<file path="config.mk">
export PLATFORM = sky130hd
export DESIGN_NAME = writeback
export DESIGN_NICKNAME = d
export VERILOG_FILES = /design/src/rtl/writeback.sv
export SDC_FILE = /design/constraint.sdc
export NUM_CORES = 1
export LEC_CHECK = 0
export CAP_MARGIN = 10
export CORE_UTILIZATION = 43
export CTS_BUF_LIST = sky130_fd_sc_hd__clkbuf_8
export CTS_CLUSTER_DIAMETER = 120
export CTS_CLUSTER_SIZE = 30
export DETAILED_ROUTE_END_ITERATION = 8
export PLACE_DENSITY = 0.89
export RECOVER_POWER = 25
export SETUP_SLACK_MARGIN = 0.05
export SYNTH_ARGS = -nofsm -noshare
export SYNTH_HDL_FRONTEND = slang
export SYNTH_SLANG_ARGS = --single-unit
</file>
<file path="constraint.sdc">
create_clock -name clk -period 2.55 [get_ports clk]
set_clock_uncertainty 0.05 [all_clocks]
set_input_delay 0.51 -clock clk [delete_from_list [all_inputs] [get_ports clk]]
set_output_delay 0.51 -clock clk [all_outputs]
set_load 0.1 [all_outputs]
</file>
<file path="src/rtl/writeback.sv">
// Writeback stage: retires ALU results in one cycle and loads after a memory read response
// (with timeout). Optional little-endian sub-word load extraction via `LOAD_EXT_EN.
module writeback #(
   parameter int WIDTH   = 32,
   parameter int DEPTH   = 5,
   parameter int TIMEOUT = 15
) (
   input  logic             clk,
   input  logic             rst,
   input  logic             in_valid,
   output logic             in_ready,
   input  logic             in_reg_write,
   input  logic             in_mem_to_reg,
   input  logic [DEPTH-1:0] in_wr,
   input  logic [WIDTH-1:0] in_alu_result,
   input  logic [1:0]       in_byte_addr,
   input  logic [1:0]       in_load_size,
   input  logic             in_load_signed,
   input  logic             mem_rvalid,
   input  logic [WIDTH-1:0] mem_rdata,
   output logic             RegWrite,
   output logic [DEPTH-1:0] WR,
   output logic [WIDTH-1:0] WD,
   output logic             load_timeout,
   output logic             dbg_state
);

   localparam int CW = $clog2(TIMEOUT + 1);

   typedef enum logic {IDLE = 1'b0, WAIT_MEM = 1'b1} state_t;

   state_t           r_state, w_state_next;
   logic [CW-1:0]    r_cnt, w_cnt_next;
   logic             r_reg_write;
   logic [DEPTH-1:0] r_wr;
   logic             w_latch, w_we, w_timeout;
   logic [DEPTH-1:0] w_wr;
   logic [WIDTH-1:0] w_wd, w_load_data;

   // Handshake: an instruction is taken on a posedge where in_valid && in_ready; in_ready
   // depends only on state, so it never combinationally depends on in_valid.
   assign in_ready  = (r_state == IDLE);
   assign dbg_state = r_state;

`ifdef LOAD_EXT_EN
   logic [1:0] r_byte_addr, r_load_size;
   logic       r_load_signed;
   logic [7:0] w_byte;
   logic [15:0] w_half;

   always_comb begin
      w_byte = mem_rdata[{r_byte_addr, 3'b000} +: 8];
      w_half = mem_rdata[{r_byte_addr[1], 4'b0000} +: 16];
      case (r_load_size)
         2'd0:    w_load_data = {{(WIDTH-8){r_load_signed & w_byte[7]}}, w_byte};
         2'd1:    w_load_data = {{(WIDTH-16){r_load_signed & w_half[15]}}, w_half};
         default: w_load_data = mem_rdata;
      endcase
   end

   always_ff @(posedge clk) begin
      if (rst) begin
         r_byte_addr   <= '0;
         r_load_size   <= '0;
         r_load_signed <= 1'b0;
      end else if (w_latch) begin
         r_byte_addr   <= in_byte_addr;
         r_load_size   <= in_load_size;
         r_load_signed <= in_load_signed;
      end
   end
`else
   logic w_unused;
   assign w_unused    = ^{in_byte_addr, in_load_size, in_load_signed};
   assign w_load_data = mem_rdata;
`endif

   always_comb begin
      w_state_next = r_state;
      w_cnt_next   = r_cnt;
      w_latch      = 1'b0;
      w_we         = 1'b0;
      w_timeout    = 1'b0;
      w_wr         = WR;
      w_wd         = WD;
      case (r_state)
         IDLE: begin
            // mem_rvalid is deliberately not looked at here: stray responses are dropped.
            if (in_valid) begin
               if (in_mem_to_reg) begin
                  w_latch      = 1'b1;
                  w_cnt_next   = '0;
                  w_state_next = WAIT_MEM;
               end else begin
                  w_we = in_reg_write && (in_wr != '0);
                  w_wr = in_wr;
                  w_wd = in_alu_result;
               end
            end
         end
         WAIT_MEM: begin
            if (mem_rvalid) begin
               w_we         = r_reg_write && (r_wr != '0);
               w_wr         = r_wr;
               w_wd         = w_load_data;
               w_state_next = IDLE;
            end else if (r_cnt == CW'(TIMEOUT - 1)) begin
               w_timeout    = 1'b1;
               w_state_next = IDLE;
            end else begin
               w_cnt_next = r_cnt + CW'(1);
            end
         end
         default: w_state_next = IDLE;
      endcase
   end

   always_ff @(posedge clk) begin
      if (rst) begin
         r_state      <= IDLE;
         r_cnt        <= '0;
         r_reg_write  <= 1'b0;
         r_wr         <= '0;
         RegWrite     <= 1'b0;
         WR           <= '0;
         WD           <= '0;
         load_timeout <= 1'b0;
      end else begin
         r_state  <= w_state_next;
         r_cnt    <= w_cnt_next;
         RegWrite <= w_we;
         // WR/WD only move on an actual write so they stay a stable forwarding source.
         if (w_we) begin
            WR <= w_wr;
            WD <= w_wd;
         end
         if (w_timeout) load_timeout <= 1'b1;
         if (w_latch) begin
            r_reg_write <= in_reg_write;
            r_wr        <= in_wr;
         end
      end
   end

endmodule
</file>
-- Word-level counts from Yosys, hierarchy flattened
Cells that the tools add are included.
- input port bits: 80
- output and inout bits: 41
- bits in registers: 50
- equal/unequal tests: 7
- muxes and demuxes: 26
- reduce and logical (&&, ||, !) cells: 6
- bitwise logic cells: 1
- add/sub/neg operators: 1
- operators with widths (operator ; number):
    32-bit 2-to-1 mux ; 3
    32-bit one-hot mux with 2 select lines ; 1
    4-bit 2-to-1 mux ; 4
    5-bit 2-to-1 mux ; 3
    1-bit 2-to-1 mux ; 11
    2-bit != test (second input constant) ; 5
    5-bit one-hot mux with 2 select lines ; 1
    5-bit nonzero test ; 2
    4-bit one-hot mux with 2 select lines ; 1
    4-bit AND reduction ; 2
    4-bit by 1-bit adder with 4-bit output (second input constant) ; 1
    4-bit == test (second input constant) ; 1
    1-bit one-hot mux with 2 select lines ; 2
    1-bit logical AND ; 2
    2-bit by 1-bit != test with 1-bit output (second input constant) ; 1
    1-bit NOT ; 1

-- Depth between registers and ports, before layout
- word-level depth: 6
- gate-level depth with buffers: 6

-- Worst setup path before layout
Ideal clock, no wire load.
- path type: register -> register
- start: register r_state (netlist: dbg_state)
- end: register r_reg_write
- stages on the path, launching flop included: 6
- data required time: 2368 ps
- arrival: 2346 ps
- clock period less this slack: 2528 ps
- slack: 22 ps
- path through: dfxtp_1 -> inv_1 -> and3_1 -> clkbuf_1 -> nand2_1 -> a21oi_1
- cells in the longest elaborated chain, start to end: 1
- ends and longest elaborated chain (what ; line ; text):
    start, declared ; 32 ; state_t r_state, w_state_next;
    start signal, assigned ; 129 ; r_state <= w_state_next;
    1-bit 2-to-1 mux ; 86 ; case (r_state)
    end signal, assigned ; 139 ; r_reg_write <= in_reg_write;
    end, declared ; 34 ; logic r_reg_write;
No other way between the ends.
A chain may end at the register's enable or synchronous reset.

-- Final worst setup path
- start: input in_wr[0]
- end: register WD[14]
- cells in the longest elaborated chain, start to end: 6
- ends and longest elaborated chain (what ; line ; text):
    start, declared ; 14 ; input logic [DEPTH-1:0] in_wr,
    5-bit nonzero test ; 95 ; w_we = in_reg_write && (in_wr != '0);
    1-bit logical AND ; 95 ;
    1-bit 2-to-1 mux ; 90 ; if (in_mem_to_reg) begin
    1-bit 2-to-1 mux ; 89 ; if (in_valid) begin
    1-bit one-hot mux with 2 select lines ; 86 ;
    4-bit AND reduction (no line) ; n/a ;
    end signal, assigned ; 135 ; WD <= w_wd;
    end, declared ; 23 ; output logic [WIDTH-1:0] WD,
No other way between the ends.

==> reports/qor.yml <==
dp_slack_ns: 0.09262
final_cell_mix: "clkdlybuf4s50_1 (71), dfxtp_1 (49), nor2b_1 (39), nor2_1 (38), mux2i_1 (37)"
p_sw_share_pct: 31.09
antenna_found_initial: 0
max_freq_mhz: 465.3
syn_area_um2: 2614
post_cts_resized: 0
intPower_uw: 1202
worstSetupPathType: "in -> reg"
place.detailed.hpwl_um: 4267
p_leak_uw: 0.001522
min_period_ns: 2.149
synth_enable_flop_cells: 0
chipHeight_um: 79.97
final_common_cell: "clkdlybuf4s50_1"
setup_tns_ns: 0
grt_pass1_wl_um: 9177
num_vias: 2188
tightest_slew_ns: 1.199
cp_slowest_cell: "or4_1"
clk_pin_slew_ns: 0.08
syn_nets: 349
cap_violations: 0
post-route-util_pct: 64.16
coreArea_um2: 5886
drive_gt1_share_pct: 21.07
cp_slowest_stage_delay_ns: 0.56
finish.net_count: 457
yosysUniqueCellTypes: 25
worst-path-buf-inv: 2
clock_latency_ns: 0.29
stdcell_count: 450
clock_sinks: 50
met2_length_um: 2918
yosys.area.top_type: "dfxtp_1"
cts_hold_buf: 0
std_cell_rows: 28
routabilityCongestion: 0.7787
reg2reg_setup_slack_ns: 0.70
syn_inst: 267
finalHoldViolCount: 0
p_switching_uw: 542.5
wl_met3_um: 376
cp.required_ns: 2.68
via_per_inst: 4.862
min_period_over_period_pct: 84.29
drtIter0Drc: 47
p_seq_share_pct: 47.3
ant_nets: 0
root_buffer: "clkbuf_8"
hold_path.class: "reg -> reg"
critPathMaxFanout: 19
slew_violations: 0
postCtsSetupBuffers: 0
syn2layout_area_growth_pct: 44.47
power_frac_clock_pct: 24.1
initial_utilization_pct: 44.41
die-area_um2: 6394
cts_tree: "built"
drt-met1-wl_um: 2370
cts_made_buffers: 5
drc: 0
finalSetupViolCount: 0
cellPowerDensity_nw_per_um2: 462.1
avgSynthCellArea_um2: 9.789
yosys-top-cells-area: "dfxtp_1 (38%), mux2i_1 (14%), mux2_4 (11%), nor2b_1 (9.3%), mux2_2 (7.8%)"
grt-ovfl-total: 0
relSlewSlack_pct: 20.44
status: "completed"
yosys.area.top_type_share_pct: 38.30
dpl.cell_count: 443
rsz0062_at_grt: "no"
drtPass1Iterations: 4
arrival_ns: 2.28
fill_cells: 508
grt_max_degree: 88
finalWirelength_um: 5717
grt_pass1_vias: 2146
setup_ws_ns: 0.4007
dr.max_layer_used: "met4"
io_pins: 121
pwr-share-comb_pct: 28.6
antenna_cells: 0
routedWlPerCell_um: 12.70
ys_ff_latch: 50
clk_path_buf_depth: 2
total_power_uw: 1745
peakVddDrop_uv: 304.5
cp_top_family: "simple AND/OR/NAND/NOR gates"
seq_area_frac_synth_pct: 38.30
dieWidth_um: 79.97
synth-main-ff-cell: "dfxtp_1"
grt_usage_pct: 18.06
endpoint_kind: "register"
startpoint_type: "input pin"
crit_chain: "clkdlybuf4s50_1 -> or4_1 -> o21ai_1 -> nand2_2 -> buf_12 -> mux2_4"
port_buffers: 115
htreeDepth: 2
synth_warnings: 0
ys_async_sr_fraction_pct: 0
path summary, 6_finish.rpt:
kind / start / cells past startpoint / endpoint
max: in_wr[0] / 6 / WD[14]
min: r_reg_write / 2 / r_reg_write
max reg2reg: r_wr[0] / 5 / WD[14]
min reg2reg: r_reg_write / 2 / r_reg_write
area by class of cell:
| cell class | instances | area [um2] | area share, % |
|---|---|---|---|
| well taps | 75 | 93.84 | 2.485 |
| clock buffers | 5 | 68.82 | 1.822 |
| inverters | 2 | 7.507 | 0.1988 |
| flip-flops and latches | 50 | 1002 | 26.54 |
| multi-input cells | 196 | 1505 | 39.86 |
| clock inverters | 2 | 7.507 | 0.1988 |
| repair buffers | 120 | 1091 | 28.89 |
flip-flops by register name (all words and copies together), names as in the netlist:
register      cells
WR                5
load_timeout      1
WD               32
RegWrite          1
dbg_state         1
r_wr              5
r_cnt             4
r_reg_write       1
power by group through the flow:
stage / logic [uW] / clock network [uW] / registers, uW
CTS: 511 / 440 / 825
global placement: 503 / 0 / 842
detailed placement: 510 / 0 / 843
global route: 528 / 470 / 829
finish: 500 / 420 / 825
floorplan: 161 / 0 / 1000
per-stage QoR:
| stage | cell area, um2 | hold WS, ns |
|---|---|---|
| floorplan | 2615 | 0.3934 |
| global placement | 3752 | 0.4066 |
| global route | 3776 | 0.4529 |
| CTS | 3829 | 0.4308 |
| finish | 3776 | 0.4280 |
| detailed placement | 3752 | 0.4168 |
per-layer routing:
layer	vias to the layer above	GRT usage [%]
met5	-	0
met4	0	4.821
met3	7	4.686
met2	63	33.42
met1	1007	20.24
li1	1111	-
Yosys cell counts, types with 4 or more instances:
| cell type | number |
|---|---|
| mux2_2 | 18 |
| dfxtp_1 | 50 |
| nor2_1 | 38 |
| nor2b_1 | 39 |
| nand3_1 | 7 |
| nand2_1 | 13 |
| buf_2 | 5 |
| clkbuf_1 | 7 |
| a21oi_1 | 9 |
| buf_1 | 4 |
| mux2i_1 | 37 |
| mux2_4 | 19 |
logic make-up (layout without fill, tap and decap cells):
group	after synthesis	count (layout)	share of synthesized area (%)
simple gates	106	106	20.30
mux	74	74	32.84
flops	50	50	38.30
compound gates	12	12	2.824
xor+xnor	2	2	0.6703
buf+inv	21	129	4.117
fa+ha+maj	2	2	0.9572
worst register-to-register path, stage by stage, from the launching register on:
cell,delay (ns)
dfxtp_1,0.33
or4_1,0.54
o2111ai_2,0.20
nand2_2,0.13
buf_12,0.19
mux2_4,0.31
(Power assumes the default switching activity.)
